### src/rtl/jt7759_pkg.sv
// jt7759 ROM bridge shared types and helpers.
// Line base address forming for burst fetches.
package jt7759_pkg;

  localparam int ROM_AW = 17;

  typedef enum logic {
    IDLE,
    FETCH
  } state_t;

  function automatic logic [31:0] line_base(
    input logic [31:0] tag,
    input int unsigned wb,
    input logic [31:0] offset
  );
    return offset + (tag << wb);
  endfunction

endpackage

### src/rtl/jt7759_line_buf.sv
// Single-line word store for the jt7759 ROM bridge.
// Registered byte-select read port.
module jt7759_line_buf #(
  parameter int LINE_WORDS = 4
) (
  input  logic                          clk,
  input  logic                          rst,
  input  logic                          we,
  input  logic [$clog2(LINE_WORDS)-1:0] waddr,
  input  logic [15:0]                   wdata,
  input  logic                          re,
  input  logic [$clog2(LINE_WORDS)-1:0] raddr,
  input  logic                          bsel,
  output logic [7:0]                    dout
);

  logic [15:0] mem [LINE_WORDS];

  always_ff @(posedge clk) begin
    if (we) mem[waddr] <= wdata;
  end

  always_ff @(posedge clk) begin
    if (rst) begin
      dout <= '0;
    end else if (re) begin
      dout <= bsel ? mem[raddr][15:8]
                   : mem[raddr][7:0];
    end
  end

endmodule

### src/rtl/jt7759_rom_bridge.sv
// jt7759 ROM port responder over a 16-bit burst memory.
// One buffered line serves sequential byte reads.
module jt7759_rom_bridge
  import jt7759_pkg::*;
#(
  parameter int               LINE_WORDS = 4,
  parameter int               MEM_AW     = 22,
  parameter logic [MEM_AW-1:0] ROM_OFFSET = '0
) (
  input  logic              clk,
  input  logic              rst,
  input  logic              rom_cs,
  input  logic [16:0]       rom_addr,
  output logic [7:0]        rom_data,
  output logic              rom_ok,
  output logic              mem_req,
  output logic [MEM_AW-1:0] mem_addr,
  input  logic              mem_dok,
  input  logic [15:0]       mem_dout
);

  localparam int WB = $clog2(LINE_WORDS);
  localparam int LB = WB + 1;
  localparam int TW = ROM_AW - LB;

  state_t state, state_nxt;

  logic [TW-1:0]     tag, tag_reg;
  logic [WB-1:0]     widx, wcnt;
  logic [ROM_AW-1:0] addr_reg;
  logic              valid, ok_reg, hit;
  logic              rd_en, start, wr_en, last;

  assign tag  = rom_addr[ROM_AW-1:LB];
  assign widx = rom_addr[LB-1:1];
  assign hit  = valid && (tag == tag_reg);

  always_ff @(posedge clk) begin
    if (rst) state <= IDLE;
    else     state <= state_nxt;
  end

  always_comb begin
    state_nxt = state;
    unique case (state)
      IDLE:  if (start) state_nxt = FETCH;
      FETCH: if (last)  state_nxt = IDLE;
      default: state_nxt = IDLE;
    endcase
  end

  always_comb begin
    rd_en = 1'b0;
    start = 1'b0;
    wr_en = 1'b0;
    unique case (state)
      IDLE: begin
        rd_en = rom_cs && hit;
        start = rom_cs && !hit;
      end
      FETCH: wr_en = mem_dok;
      default: ;
    endcase
  end

  // wcnt all-ones marks the final word of a power-of-two line
  assign last = wr_en && (&wcnt);

  always_ff @(posedge clk) begin
    if (rst) begin
      valid    <= 1'b0;
      ok_reg   <= 1'b0;
      mem_req  <= 1'b0;
      wcnt     <= '0;
      mem_addr <= '0;
      addr_reg <= '0;
      tag_reg  <= '0;
    end else begin
      ok_reg <= rd_en;
      if (rd_en) addr_reg <= rom_addr;
      if (start) begin
        valid    <= 1'b0;
        tag_reg  <= tag;
        mem_req  <= 1'b1;
        mem_addr <= MEM_AW'(line_base(
                      32'(tag), WB, 32'(ROM_OFFSET)));
      end
      if (wr_en) wcnt <= wcnt + 1'b1;
      if (last) begin
        mem_req <= 1'b0;
        valid   <= 1'b1;
        wcnt    <= '0;
      end
    end
  end

  jt7759_line_buf #(
    .LINE_WORDS(LINE_WORDS)
  ) u_buf (
    .clk   (clk),
    .rst   (rst),
    .we    (wr_en),
    .waddr (wcnt),
    .wdata (mem_dout),
    .re    (rd_en),
    .raddr (widx),
    .bsel  (rom_addr[0]),
    .dout  (rom_data)
  );

  assign rom_ok = ok_reg && rom_cs && (rom_addr == addr_reg);

endmodule

### config.mk
export PLATFORM = sky130hd
export DESIGN_NAME = jt7759_rom_bridge
export DESIGN_NICKNAME = d
export VERILOG_FILES = /design/src/rtl/jt7759_pkg.sv /design/src/rtl/jt7759_line_buf.sv /design/src/rtl/jt7759_rom_bridge.sv
export SDC_FILE = /design/constraint.sdc
export NUM_CORES = 1
export LEC_CHECK = 0
export ABC_AREA = 1
export BUFFER_PORTS_ARGS = -buffer_cell sky130_fd_sc_hd__buf_2
export CORE_MARGIN = 10
export CORE_UTILIZATION = 35
export DETAILED_ROUTE_END_ITERATION = 6
export PLACE_DENSITY_LB_ADDON = 0.1
export REMOVE_ABC_BUFFERS = 1
export SLEW_MARGIN = 10
export SYNTH_ARGS = -nofsm -noshare
export SYNTH_HDL_FRONTEND = slang
export SYNTH_SLANG_ARGS = --single-unit
export TNS_END_PERCENT = 10
### constraint.sdc
create_clock -name clk -period 1.7 [get_ports clk]
set_input_delay 0.085 -clock clk [delete_from_list [all_inputs] [get_ports clk]]
set_output_delay 0.085 -clock clk [all_outputs]
set_load 0.02 [all_outputs]
After elaboration in Yosys (flattened, before gate mapping):

Memories as Yosys holds them, arrays and structs flattened.
Index checks and enable logic that the tools add are counted.

* memory bits (writable): 64
* logic and storage cells: 34
* memories kept: 1
* input port bits: 37
* register bits: 45
* output and inout bits: 32

Memory list
* u_buf.mem: depth 4, width 16, read ports 1, clocked after Yosys merged registers in 0, write ports 1, line jt7759_line_buf.sv:17 `logic [15:0] mem [LINE_WORDS];`

* mux-type cells: 11
* add/sub/neg operators: 1
* bitwise operators: 1
* reduce and logical (&&, ||, !) cells: 10
* equal/unequal tests: 2

Operators by type and width (count)
* $eq A17 B17 Y1: 1
* $eq A14 B14 Y1: 1
* $mux W1: 9
* $mux W8: 1
* $logic_and A1 B1 Y1: 6
* $add A2 B1 Y2 const B: 1
* $pmux W1 S2: 1
* $reduce_and A2 Y1: 1
* $reduce_bool A2 Y1: 1
* $reduce_or A2 Y1: 1
* $logic_not A1 Y1: 1
* $not A1 Y1: 1

Depth between registers and ports, before layout:

* depth in word-level cells: 7
* mapped depth: 11
* depth with buffers taken out: 10

Cells and area by module:

From an unflattened synthesis, not the netlist that was laid out.

* cells, all modules: 607
* area, all modules: 5106.1 sq um

Modules (own cells, without submodules)
* jt7759_line_buf: seq. area each 2082.0 sq um, area each 3086.7 sq um, cells an instance 295, instances 1
* jt7759_rom_bridge: seq. area each 740.7 sq um, area each 2019.4 sq um, cells an instance 312, instances 1

Worst setup path after synthesis:

No wires, ideal clock.

* path type: register to register
* start point: reg wcnt[0]
* end point: mem u_buf.mem[2][0], enable pin
* cell stages (with the launch flop): 5
* period minus slack after synthesis: 1664 ps
* setup time: 389 ps
* data arrival time: 1275 ps
* required time: 1311 ps
* path slack: 36 ps
* buffers on the path: 0
* cells stage by stage: dfxtp_1 inv_1 ha_1 inv_1 nor2_1

RTL lines
* start, declared: line jt7759_rom_bridge.sv:29 `logic [WB-1:0] widx, wcnt;`
* start signal, assigned: line jt7759_rom_bridge.sv:88 `if (wr_en) wcnt <= wcnt + 1'b1;`
* end, declared: line jt7759_line_buf.sv:17

No word-level cell before the write port.

Worst setup path after layout:

* start point: reg addr_reg[8]
* end point: out rom_ok

* cells in the longest elaborated chain, start to end: 2

RTL lines
* start, declared: line jt7759_rom_bridge.sv:30 `logic [ROM_AW-1:0] addr_reg;`
* start signal, assigned: line jt7759_rom_bridge.sv:80 `if (rd_en) addr_reg <= rom_addr;`
* $eq A17 B17 Y1: line jt7759_rom_bridge.sv:111 `assign rom_ok = ok_reg && rom_cs && (rom_addr == addr_reg);`
* $logic_and A1 B1 Y1: line jt7759_rom_bridge.sv:111
* end, declared: line jt7759_rom_bridge.sv:15 `output logic rom_ok,`

No other way between the ends.

==> impl_results.md <==
- I/O pins: between 60 and 70
- Total GRT Usage: 13.4%
- Final min period: around 1600 ps
- Slowest CP cell: dfxtp_1
- Finished Cell Area: 0.00611 sq mm
- Full die area: 0.0197 sq mm
- Worst min-delay path startpoint: mem_dok
- Placed Area: about 0.0056 sq mm
- Synthesized flop and latch total: around 110
- Logic pwr share: about a tenth
- Final setup viols: 0
- Area of the core: between 0.01 and 0.015 sq mm
- WHS Endpoint: wcnt[1]
- Filler instances: around 1,400
- RSZ-0062 raised after global routing: true
- GP Congestion: between 0.8 and 0.9
- Reg-to-reg endpoint: u_buf.dout[0]
- Post-synth EDFFs: 64
- Final hold viol count: 0
- Htree depth: 3
- Internal power: 4070 uW
- Ys async rst share: 0%
- Vias in the first global route: approximately 4,000
- HPWL Detailed: 9080 um
- Number of max-cap violations: 0
- Clk_skew: around 12 ps
- Worst hold slack: between 20 and 30 ps
- Cells after DPL: approximately 830
- Static leakage: roughly 0.0027 uW
- First-pass DRT Iterations: 5
- Clock Tree Buf Depth: 2
- Drt total wl: 13,200 um
- Synth Area per Inst: about 8.5 sq um
- Initial drt markers: 198
- Sequential cell area fraction in the yosys report: a little under three fifths
- Power per cell area: about 900 mW/mm^2
- CTS root buffer: clkbuf_16
- Largest net degree at the start of global routing: 44
- Reg power frac: roughly 52%
- Switching share of power: 26.1%
- Hold Path Cell Cnt: 3
- Largest fanout on the critical path: 2
- Status: finished clean
- Critical path data required time: approximately 1600 ps
- Critical setup path kind: reg -> out
- CP peak stage delay: ~330 ps
- Vias per Instance: 4.69
- Drt drc: 0
- Initial antenna violation count: 0
- Area growth, synth to finish: 20.7%
- IO buf count: 60
- Total grt overflow: 0
- Final ANT Viol Nets: 0
- Library cells used by synthesis: 31
- Fmax: 0.618 GHz
- N_diodes: 0
- Flop2flop setup slack: 160 ps
- R2R depth: 11
- Max VDD drop: approximately 0.47 mV
- Crit-path cells: xor2_1 -> nor4_2 -> nand2_1 -> nor2_2 -> buf_4
- Die Ht: roughly 140 um
- Post-layout power: approximately 5500 uW
- Dpl ws: about 130 ps
- Synth Instances: between 500 and 600
- Vias: about 4,100
- Hold WC Path Type: in -> reg
- Mapped cell area: between 0.005 and 0.006 sq mm
- TritonCTS Buffers: 9
- Clock share of power: ~38%
- Cell row count: 43
- Chip width: between 100 and 150 um
- Clock Latency Late Sink: 360 ps
- Starting Density: 36.0%
- PnR worst setup slack: 80.8 ps
- First-pass GRT wire length: about 21,000 um
- CTS tree: done
- Ratio of final minimum period to clock period: a little over nine tenths
- Clk sinks: 109
- Max Slew Vio Count: 0
- Post-CTS Setup Repair Bufs: 0
- Crit path DAT: approximately 1500 ps
- CP Capture Type: primary output
- Switching power: between 1000 and 1500 uW
- Synth warn: 0
- Max FFs per register: 64
- Clock-pin slew on the worst setup and hold paths: about 80 ps
- Finished Layout Cells: between 800 and 900
- Share of cells above drive strength 1: around a fifth
- R2r startpoint: tag_reg[8]
- CP Launch Type: register
- Dominant synthesized flop cell: edfxtp_1
- Routed wire per std cell: about 15 um
- Nets: between 700 and 800
==> worst max path at each step <==
| stage | startpoint | end | slack (ps) | cells after the start |
|---|---|---|---|---|
| 2_1_floorplan | wcnt[0] | u_buf.mem[2][0] | 40 | 4 |
| 3_3_place_gp | tag_reg[11] | tag_reg[3] | 160 | 10 |
| 3_5_place_dp | tag_reg[11] | tag_reg[13] | 130 | 10 |
| 4_1_cts | addr_reg[2] | rom_ok | 10 | 5 |
| 5_1_grt | tag_reg[8] | addr_reg[1] | -4 | 11 |
| 6_report | addr_reg[8] | rom_ok | 80 | 5 |
==> cells by family after synthesis <==
kind of cell | Yosys count | synth area share [%]
AND/OR/NAND/NOR | 350 | 29.6
flip-flops | 109 | 55.8
buffers and inverters | 96 | 8.51
AO/OA/AOI/OAI | 33 | 4.20
XOR/XNOR | 5 | 0.866
adder cells (fa/ha/maj) | 4 | 0.989
other | 1 | 0.0741
==> cells in the final DEF (no fill, tap or decap), types with 9 or more instances in the layout <==
| cell | count |
|---|---|
| nand2_1 | 183 |
| nor2_1 | 72 |
| nand3_1 | 68 |
| edfxtp_1 | 64 |
| buf_2 | 59 |
| inv_1 | 53 |
| dfxtp_1 | 43 |
| dlygate4sd3_1 | 16 |
| buf_4 | 15 |
| nand2_2 | 14 |
| o22ai_1 | 12 |
| a21oi_1 | 11 |
| inv_2 | 11 |
| clkbuf_16 | 9 |
==> power by group through the flow <==
stage               combinational, uW  clock (uW)  sequential (uW)
floorplan                         253           0             2950
global placement                  525           0             2930
detailed placement                526           0             2930
CTS                               557        2140             2870
global route                      621        2240             2880
finish                            556        2070             2870
==> critical path: cells and delay by family, from the launching register on <==
| family | cells | cell delay (ps) |
|---|---|---|
| simple gates | 3 | 530 |
| buf+inv | 1 | 150 |
| flops | 1 | 330 |
| xor+xnor | 1 | 170 |
==> routing by layer <==
metal	global-route usage (%)	routed length, um
met2	22.4	6410
met4	4.95	202
met5	0	0
met3	2.74	496
met1	16.6	6080
==> repair_timing <==
action,CTS,global route
hold buffers,16,0
endpoints found under the hold margin,64,0
endpoints found under the setup margin,1,24
pin swaps,1,0
gates resized for setup,1,6
==> cells in the mapped netlist (2+ instances only) <==
library cell,n,area (sq um)
clkinv_1,2,7.51
nand2_1,183,687
inv_1,53,199
buf_2,5,25.0
nand2_4,2,22.5
dfxtp_1,45,901
a21oi_1,11,55.1
xor2_1,4,35.0
nand3b_1,2,15.0
buf_4,8,60.1
clkbuf_1,12,45.0
nand4_1,2,12.5
nor2_1,74,278
ha_1,4,50.1
nand3_1,68,340
nand2_2,14,87.6
buf_6,3,33.8
inv_2,11,41.3
nor2_4,2,22.5
o22ai_1,12,75.1
a21oi_2,8,70.1
edfxtp_1,64,1920
==> per-stage QoR <==
step / TNS, ps / util (%)
after floorplan: 0 / -
after global placement: 0 / 40.1
after detailed placement: 0 / 40.1
after CTS: 0 / 43.3
after global routing: -9.15 / 43.5
final: 0 / 43.5
==> area by class of cell <==
class	instances	area, sq um	share of cell area [%]
flip-flops and latches	109	2830	46.3
multi-input cells	400	1850	30.3
repair buffers	95	668	10.9
inverters	66	248	4.06
clock buffers	9	225	3.69
well taps	180	225	3.69
clock inverters	7	62.6	1.02
Note: power is estimated with default switching activity, not from simulation.
